$ cat config.mk
export PLATFORM = sky130hd
export DESIGN_NAME = load_store_unit
export DESIGN_NICKNAME = d
export VERILOG_FILES = /design/src/rtl/mips_defs.sv /design/src/rtl/lsu_load_align.sv /design/src/rtl/load_store_unit.sv
export SDC_FILE = /design/constraint.sdc
export NUM_CORES = 1
export LEC_CHECK = 0
export ABC_AREA = 1
export CORE_MARGIN = 2
export CORE_UTILIZATION = 46
export CTS_BUF_LIST = sky130_fd_sc_hd__clkbuf_8 sky130_fd_sc_hd__clkbuf_16
export CTS_CLUSTER_SIZE = 14
export DETAILED_ROUTE_END_ITERATION = 8
export GPL_TIMING_DRIVEN = 0
export PLACE_DENSITY = 0.82
export SYNTH_ARGS = -nofsm -noshare
export SYNTH_HDL_FRONTEND = slang
export SYNTH_SLANG_ARGS = --single-unit
$ cat constraint.sdc
create_clock -name clk -period 4.05 [get_ports clk]
set_clock_uncertainty 0.1 [all_clocks]
set_input_delay 0.81 -clock clk [delete_from_list [all_inputs] [get_ports clk]]
set_output_delay 0.81 -clock clk [all_outputs]
set_load 0.005 [all_outputs]
$ cat src/rtl/mips_defs.sv
// Shared MIPS memory-op definitions: opcodes, LSU state encoding and
// the opcode/alignment helpers used by the load/store datapath.
package mips_defs;

  localparam logic [5:0] OP_LB  = 6'b100000;
  localparam logic [5:0] OP_LH  = 6'b100001;
  localparam logic [5:0] OP_LW  = 6'b100011;
  localparam logic [5:0] OP_LBU = 6'b100100;
  localparam logic [5:0] OP_LHU = 6'b100101;
  localparam logic [5:0] OP_SB  = 6'b101000;
  localparam logic [5:0] OP_SH  = 6'b101001;
  localparam logic [5:0] OP_SW  = 6'b101011;

  localparam int DMEM_LAT_DEF = 1;

  typedef enum logic [1:0] {
    ST_IDLE   = 2'd0,
    ST_ACCESS = 2'd1,
    ST_WAIT   = 2'd2,
    ST_RESP   = 2'd3
  } lsu_state_t;

  function automatic logic op_is_store(input logic [5:0] op);
    return (op == OP_SB) || (op == OP_SH) || (op == OP_SW);
  endfunction

  function automatic logic op_is_load(input logic [5:0] op);
    return (op == OP_LB) || (op == OP_LBU) || (op == OP_LH) ||
           (op == OP_LHU) || (op == OP_LW);
  endfunction

  // Unknown opcodes and misaligned halfword/word accesses are both errors.
  function automatic logic op_err(input logic [5:0] op, input logic [1:0] off);
    case (op)
      OP_LB, OP_LBU, OP_SB: return 1'b0;
      OP_LH, OP_LHU, OP_SH: return off[0];
      OP_LW, OP_SW:         return |off;
      default:              return 1'b1;
    endcase
  endfunction

  function automatic logic [3:0] store_mask(input logic [5:0] op, input logic [1:0] off);
    case (op)
      OP_SB:   return 4'b0001 << off;
      OP_SH:   return off[1] ? 4'b1100 : 4'b0011;
      OP_SW:   return 4'b1111;
      default: return 4'b0000;
    endcase
  endfunction

  function automatic logic [31:0] store_data(input logic [5:0] op, input logic [31:0] wd);
    case (op)
      OP_SB:   return {4{wd[7:0]}};
      OP_SH:   return {2{wd[15:0]}};
      default: return wd;
    endcase
  endfunction

endpackage

$ cat src/rtl/lsu_load_align.sv
// Combinational load aligner: selects the addressed byte/half of a DMem
// word and sign- or zero-extends it to 32 bits.
module lsu_load_align
  import mips_defs::*;
(
  input  logic [5:0]  i_op,
  input  logic [1:0]  i_off,
  input  logic [31:0] i_rdata,
  output logic [31:0] o_data
);

  logic [7:0]  w_byte;
  logic [15:0] w_half;

  assign w_byte = i_rdata[{i_off, 3'b000} +: 8];
  assign w_half = i_off[1] ? i_rdata[31:16] : i_rdata[15:0];

  always_comb begin
    o_data = i_rdata;
    case (i_op)
      OP_LB:   o_data = {{24{w_byte[7]}}, w_byte};
      OP_LBU:  o_data = {24'd0, w_byte};
      OP_LH:   o_data = {{16{w_half[15]}}, w_half};
      OP_LHU:  o_data = {16'd0, w_half};
      default: o_data = i_rdata;
    endcase
  end

endmodule

$ cat src/rtl/load_store_unit.sv
// Single-outstanding load/store unit in front of four byte-wide DMem banks;
// drives lane enables for stores and aligns load data after DMem latency.
module load_store_unit
  import mips_defs::*;
#(
  parameter int ADDR_W   = 8,
  parameter int DMEM_LAT = DMEM_LAT_DEF
) (
  input  logic              clk,
  input  logic              rst,
  input  logic              req_valid,
  output logic              req_ready,
  input  logic [5:0]        req_op,
  input  logic [ADDR_W-1:0] req_addr,
  input  logic [31:0]       req_wdata,
  input  logic [4:0]        req_rd,
  output logic              rsp_valid,
  input  logic              rsp_ready,
  output logic [31:0]       rsp_rdata,
  output logic [4:0]        rsp_rd,
  output logic              rsp_we,
  output logic              rsp_err,
  output logic [ADDR_W-3:0] dmem_addr,
  output logic [3:0]        dmem_wr,
  output logic [31:0]       dmem_wdata,
  input  logic [31:0]       dmem_rdata
);

  localparam int CW = $clog2(DMEM_LAT + 1);

  lsu_state_t   r_state;
  logic [5:0]   r_op;
  logic [1:0]   r_off;
  logic [CW-1:0] r_cnt;
  logic         w_err;
  logic [31:0]  w_ld;

  assign req_ready = (r_state == ST_IDLE);
  assign w_err     = op_err(req_op, req_addr[1:0]);

  lsu_load_align u_align (
    .i_op   (r_op),
    .i_off  (r_off),
    .i_rdata(dmem_rdata),
    .o_data (w_ld)
  );

  always_ff @(posedge clk or posedge rst) begin
    if (rst) begin
      r_state    <= ST_IDLE;
      r_op       <= '0;
      r_off      <= '0;
      r_cnt      <= '0;
      rsp_valid  <= 1'b0;
      rsp_rdata  <= '0;
      rsp_rd     <= '0;
      rsp_we     <= 1'b0;
      rsp_err    <= 1'b0;
      dmem_addr  <= '0;
      dmem_wr    <= '0;
      dmem_wdata <= '0;
    end else begin
      case (r_state)
        ST_IDLE: if (req_valid) begin
          r_op      <= req_op;
          r_off     <= req_addr[1:0];
          rsp_rd    <= req_rd;
          rsp_rdata <= '0;
          rsp_err   <= w_err;
          rsp_we    <= !w_err && op_is_load(req_op);
          if (w_err) begin
            r_state   <= ST_RESP;
            rsp_valid <= 1'b1;
          end else begin
            r_state   <= ST_ACCESS;
            dmem_addr <= req_addr[ADDR_W-1:2];
            // Enables and lane data are registered so they line up with ACCESS.
            if (op_is_store(req_op)) begin
              dmem_wr    <= store_mask(req_op, req_addr[1:0]);
              dmem_wdata <= store_data(req_op, req_wdata);
            end
          end
        end
        ST_ACCESS: begin
          dmem_wr <= '0;
          if (op_is_store(r_op)) begin
            r_state   <= ST_RESP;
            rsp_valid <= 1'b1;
          end else begin
            r_state <= ST_WAIT;
            r_cnt   <= CW'(DMEM_LAT);
          end
        end
        ST_WAIT: begin
          if (r_cnt == CW'(1)) begin
            rsp_rdata <= w_ld;
            rsp_valid <= 1'b1;
            r_state   <= ST_RESP;
          end else begin
            r_cnt <= r_cnt - CW'(1);
          end
        end
        ST_RESP: if (rsp_ready) begin
          rsp_valid <= 1'b0;
          r_state   <= ST_IDLE;
        end
        default: r_state <= ST_IDLE;
      endcase
    end
  end

endmodule
; Word-level counts from Yosys, hierarchy flattened
; Cells that the tools add are included.
[word_totals]
regBits = 93
input_bits = 87
output_inout_bits = 83
elab_cells = 96
[classes]
add_sub_neg = 1
eq_ne = 26
shifts = 2
n_mux = 28
bitwise = 1
reduce_logical = 26
[ops]
columns = operator, count
row1 = one-hot mux 32 bit (2 select lines), 2
row2 = one-hot mux 32 bit (4 select lines), 1
row3 = equality test 6 bit (second input constant), 15
row4 = 2-to-1 mux 32 bit, 2
row5 = indexed part select 32 x 6 -> 8 bit, 1
row6 = 2-to-1 mux 16 bit, 1
row7 = 2-to-1 mux 4 bit, 4
row8 = inequality test 2 bit (second input constant), 6
row9 = one-hot mux 4 bit (3 select lines), 1
row10 = AND reduction 3 bit, 3
row11 = logical OR 1 bit, 8
row12 = 2-to-1 mux 1 bit, 8
row13 = 2-to-1 mux 2 bit, 4
row14 = one-hot mux 2 bit (4 select lines), 1
row15 = one-hot mux 4 bit (2 select lines), 1
row16 = AND reduction 4 bit, 2
row17 = nonzero test 2 bit, 3
row18 = OR reduction 3 bit, 2
row19 = AND reduction 5 bit, 1
row20 = equality test 2 bit (second input constant), 2
row21 = inequality test 2 x 1 -> 1 bit (second input constant), 2
row22 = one-hot mux 1 bit (4 select lines), 1
row23 = AND reduction 2 bit, 2
row24 = OR reduction 2 bit, 2
row25 = other kinds (9), 9

; Depth between registers and ports, before layout
[depth]
word_depth = 7
depth_mapped = 11

; Cells and area by module
; From an unflattened synthesis, not the netlist that was laid out.
[unflattened]
hier_cells = 819
area_unflattened_um2 = 5600.4
[modules_own_cells]
columns = mod, n_inst, cells_per_inst, area_each_um2, seq_area_each_um2
row1 = load_store_unit, 1, 603, 4647.0, 2327.2
row2 = lsu_load_align, 1, 216, 953.4, 0.0

; Worst setup path after synthesis
; No wires, ideal clock.
[synth_timing]
path_type = input port to flip-flop
start = input req_op[0]
end = register dmem_wr[0]
setup_ns = 0.117
arrival_time_ns = 1.782
t_required_ns = 3.833
path_slack_ns = 2.051
cell_stages = 11
cell_sequence = buf_4 > nand2_1 > nor2_2 > nand2_1 > nor2_2 > nor2_4 > nand3_4 > buf_6 > buf_6 > nand3_1 > nand2_1
[synth_via]
elab_chain_len = 6
elab_cells_between_ends = 22
cone_classes = eq/ne (10) / mux (6) / reduce/logical (6)
[synth_lines]
columns = item, line_no
row1 = "start, declared", load_store_unit.sv:13  ; input logic [5:0] req_op,
row2 = equality test 6 bit, "mips_defs.sv:24, mips_defs.sv:34, mips_defs.sv:43"
row3 = one-hot mux 4 bit (3 select lines), mips_defs.sv:43  ; case (op)
row4 = 2-to-1 mux 4 bit, load_store_unit.sv:78  ; if (op_is_store(req_op)) begin
row5 = 2-to-1 mux 4 bit, load_store_unit.sv:71  ; if (w_err) begin
row6 = 2-to-1 mux 4 bit, load_store_unit.sv:64  ; ST_IDLE: if (req_valid) begin
row7 = one-hot mux 4 bit (2 select lines), load_store_unit.sv:63  ; case (r_state)
row8 = "end signal, assigned", load_store_unit.sv:79  ; dmem_wr <= store_mask(req_op, req_addr[1:0]);
row9 = "end, declared", load_store_unit.sv:24  ; output logic [3:0] dmem_wr,
; Several ways; a longest one is shown, not always the timed one. The select of a mux whose other input is x is not followed.
; A chain may end at the register's enable or synchronous reset.

; Final worst setup path
[layout_timing]
start = register r_state[0]
end = output req_ready
[layout_via]
elab_chain_len = 1
[layout_lines]
columns = item, line_no
row1 = "start, declared", load_store_unit.sv:31  ; lsu_state_t r_state;
row2 = "start signal, assigned", load_store_unit.sv:50  ; r_state <= ST_IDLE;
row3 = "start signal, assigned", load_store_unit.sv:72  ; r_state <= ST_RESP;
row4 = "start signal, assigned", load_store_unit.sv:75  ; r_state <= ST_ACCESS;
row5 = logical NOT 2 bit, load_store_unit.sv:38  ; assign req_ready = (r_state == ST_IDLE);
row6 = "end, declared", load_store_unit.sv:12  ; output logic req_ready,
; Every way passes these cells.

==> out/qor.csv <==
stage,metric,value,unit
status,status,"finished, final reports clean",
power_and_ir_drop,ir_worst_vdd,0.258,mV
power_and_ir_drop,swShare,0.361,
routing,drc,0,
sta,slew_headroom,0.633,
power_and_ir_drop,leakage,3.45,nW
floorplan,fp-row-count,37,
setup_path,crit_type,register to output pin,
global_routing,antenna_found_initial,0,
hold_path,holdPathStages,2,
floorplan,io_pins,170,
power_and_ir_drop,p_switching,1.40,mW
layout,synthToLayoutAreaGrowth,43.8,%
yosys,yosys_warnings,0,
global_routing,grt_use_total,0.264,
setup_path,cp_max_fo,7,
power_and_ir_drop,internal_power,2.48,mW
setup_path,reg2reg_from,r_state[0],
setup_path,critical_path_required,3.14,ns
layout,layout_commonest_cell,nand2_1,
yosys,synth.distinct_cells,27,
place,dp_cells,985,
cts,cts_buffers,9,
power_and_ir_drop,combPwrFrac,0.436,
setup_path,end_kind,output pin,
setup_path,cp_slowest_cell,clkdlybuf4s50_1,
sta,hold_viol_final,0,
sta,fin_crit_sh,0.676,
floorplan,dieHeight,107,microns
routing,first_iter_violations,356,
sta,period_needed,2.74,ns
layout,layout-drive-gt1-share,0.0786,
yosys,synth_fp_nets,771,
setup_path,cp-start-kind,register,
layout,diodes,0,
global_routing,grt_remaining_overflow,0,
routing,dr.pass1.iters,6,
place,place_ws,1.35,ns
setup_path,critPathArrivalTime,1.83,ns
layout,final_cell_mix,"nand2_1 (281), clkdlybuf4s50_1 (168), dfrtp_1 (93)",
routing,vias,5145,
floorplan,die_w,107,microns
yosys,yosysSeqAreaShare,0.473,
cts,post_cts_buffers,0,
place,io_buffers,168,
setup_path,worstPathCellList,inv_1 -> ha_1 -> clkdlybuf4s50_1,
cts,cts_resized,0,
sta,clock.fmax,365,MHz
sta,tightestPinTransition,0.549,ns
global_routing,grt_pass1_wl,24.2,mm
cts,clk_latency,0.36,ns
yosys,avgSynthCellArea,7.23,sq um
cts,htree_levels,3,
hold_path,hold_start,r_cnt,
hold_path,holdPathEnd,r_cnt,
yosys,syn-cell-area,0.00492,sq mm
cts,cts_tree,built,
global_routing,grt_pass1_vias,4930,
routing,avgRoutedWirePerCell,14.9,microns
hold_path,min_path_type,register to register,
routing,routed_wl,14.9,mm
power_and_ir_drop,clkPwrFrac,0.213,
yosys,async_flop_share,1.00,
layout,nets,951,
floorplan,start_util,0.474,
setup_path,reg2reg_setup_slack,1.90,ns
layout,layout.cells.non_filler,1001,
place,hpwl,11.4,mm
routing,ant_nets,0,
sta,setup_viol,0,
yosys,ys_ff_latch,93,
yosys,synth_cells,680,
cts,cts.sinks,93,
setup_path,reg2regPathDepth,11,
setup_path,path_delay_family,buffers and inverters,
flow_run,cap_violations,0,
floorplan,coreArea,0.0104,sq mm
setup_path,rr_endpoint,rsp_rdata[11],
cts,clock_path_buffers,2,
cts,holdBufCountCts,0,
sta,postLayoutSetupSlackWorst,1.31,ns
floorplan,dieArea,0.0115,sq mm
global_routing,grt_max_degree,74,
sta,slew_violations,0,
sta,rsz0062_at_grt,false,
yosys,synth_edf_count,0,
power_and_ir_drop,p_seq_frac,0.351,
power_and_ir_drop,p_per_area,549,mW/mm^2
cts,cts.clk_slew.worst_paths,0.09,ns
layout,utilization,0.682,
yosys,synth_ff_type,dfrtp_1,
routing,via_per_inst,5.14,
setup_path,critical-path-max-stage-delay,0.58,ns
setup_path,critPathBufInv,2,
place,gp_congestion,0.950,
cts,cts-root-buf,clkbuf_8,
## routing by layer
| layer | up-vias | wire length (microns) | track usage |
|---|---|---|---|
| met5 | - | 0 | 0 |
| met4 | 0 | 283 | 0.0815 |
| met3 | 26 | 1120 | 0.0490 |
| met2 | 229 | 7200 | 0.435 |
| met1 | 2402 | 6270 | 0.354 |
| li1 | 2488 | - | - |
## worst max-delay path by stage
stage | slack, ns | cells past startpoint | to | startpoint
final | 1.31 | 3 | req_ready | r_state[0]
after global routing | 1.22 | 3 | req_ready | r_state[0]
after CTS | 1.30 | 3 | req_ready | r_state[0]
after detailed placement | 1.35 | 9 | dmem_wdata[17] | req_op[2]
after floorplan | 0.72 | 1 | dmem_addr[0] | rst
after global placement | -0.61 | 2 | rsp_rd[1] | rst
## power by group through the flow
stage | registers (mW) | clock network [mW] | logic, mW
detailed placement | 1.38 | 0 | 1.68
finish | 1.36 | 0.826 | 1.69
global route | 1.39 | 0.882 | 1.91
floorplan | 1.37 | 0 | 0.906
CTS | 1.36 | 0.835 | 1.70
global placement | 1.36 | 0 | 1.63
## area by class of cell
type / instances / area [sq um]
Buffer: 28 / 158
Clock buffer: 10 / 138
Clock inverter: 6 / 134
Fill cell: 890 / 3300
Inverter: 57 / 216
Multi-Input combinational cell: 502 / 2220
Sequential cell: 93 / 2330
Tap cell: 136 / 170
Timing Repair Buffer: 169 / 1710
## tightest hold or removal path, delay by kind of cell (launching register included)
kind	cells	cell delay, ns
AND/OR/NAND/NOR	1	0.06
buffers and inverters	1	0.05
flip-flops	1	0.33
## Yosys cell counts, types with 4 or more instances
cell type,count,share of area
a21oi_1,24,0.024
buf_2,18,0.018
clkbuf_1,5,0.0038
dfrtp_1,93,0.47
ha_1,4,0.010
inv_1,51,0.039
inv_2,5,0.0038
nand2_1,281,0.21
nand3_1,26,0.026
nor2_1,65,0.050
nor2_2,4,0.0051
o211ai_1,4,0.0061
o21ai_0,56,0.057
o21ai_1,13,0.013
o21ai_2,9,0.016
## flip-flops by register name, summed over array words and instances (netlist names)
register	count
dmem_addr	6
rsp_err	1
rsp_valid	1
rsp_rd	5
rsp_we	1
dmem_wr	4
rsp_rdata	32
r_off	2
r_op	6
r_cnt	1
dmem_wdata	32
r_state	2
## cells by family (layout without fill, tap and decap cells)
family                     Yosys count  count (layout)  share of synthesized area
DFF                                 93              93                      0.473
AOI/OAI and AO/OA                  107             107                      0.118
and+or+nand+nor                    391             391                      0.323
adders and majority gates            4               4                     0.0102
buffers and inverters               85             270                     0.0756
## per-stage QoR
step	TNS [ns]	total power, mW	instance area [sq um]	hold slack (ns)
finish	0	3.88	7070	0.365
global route	0	4.18	7070	0.389
CTS	0	3.90	7070	0.369
detailed placement	0	3.06	6800	0.346
global placement	-56.54	2.99	6770	0.333
floorplan	0	2.27	4920	0.322
(Power assumes the default switching activity.)
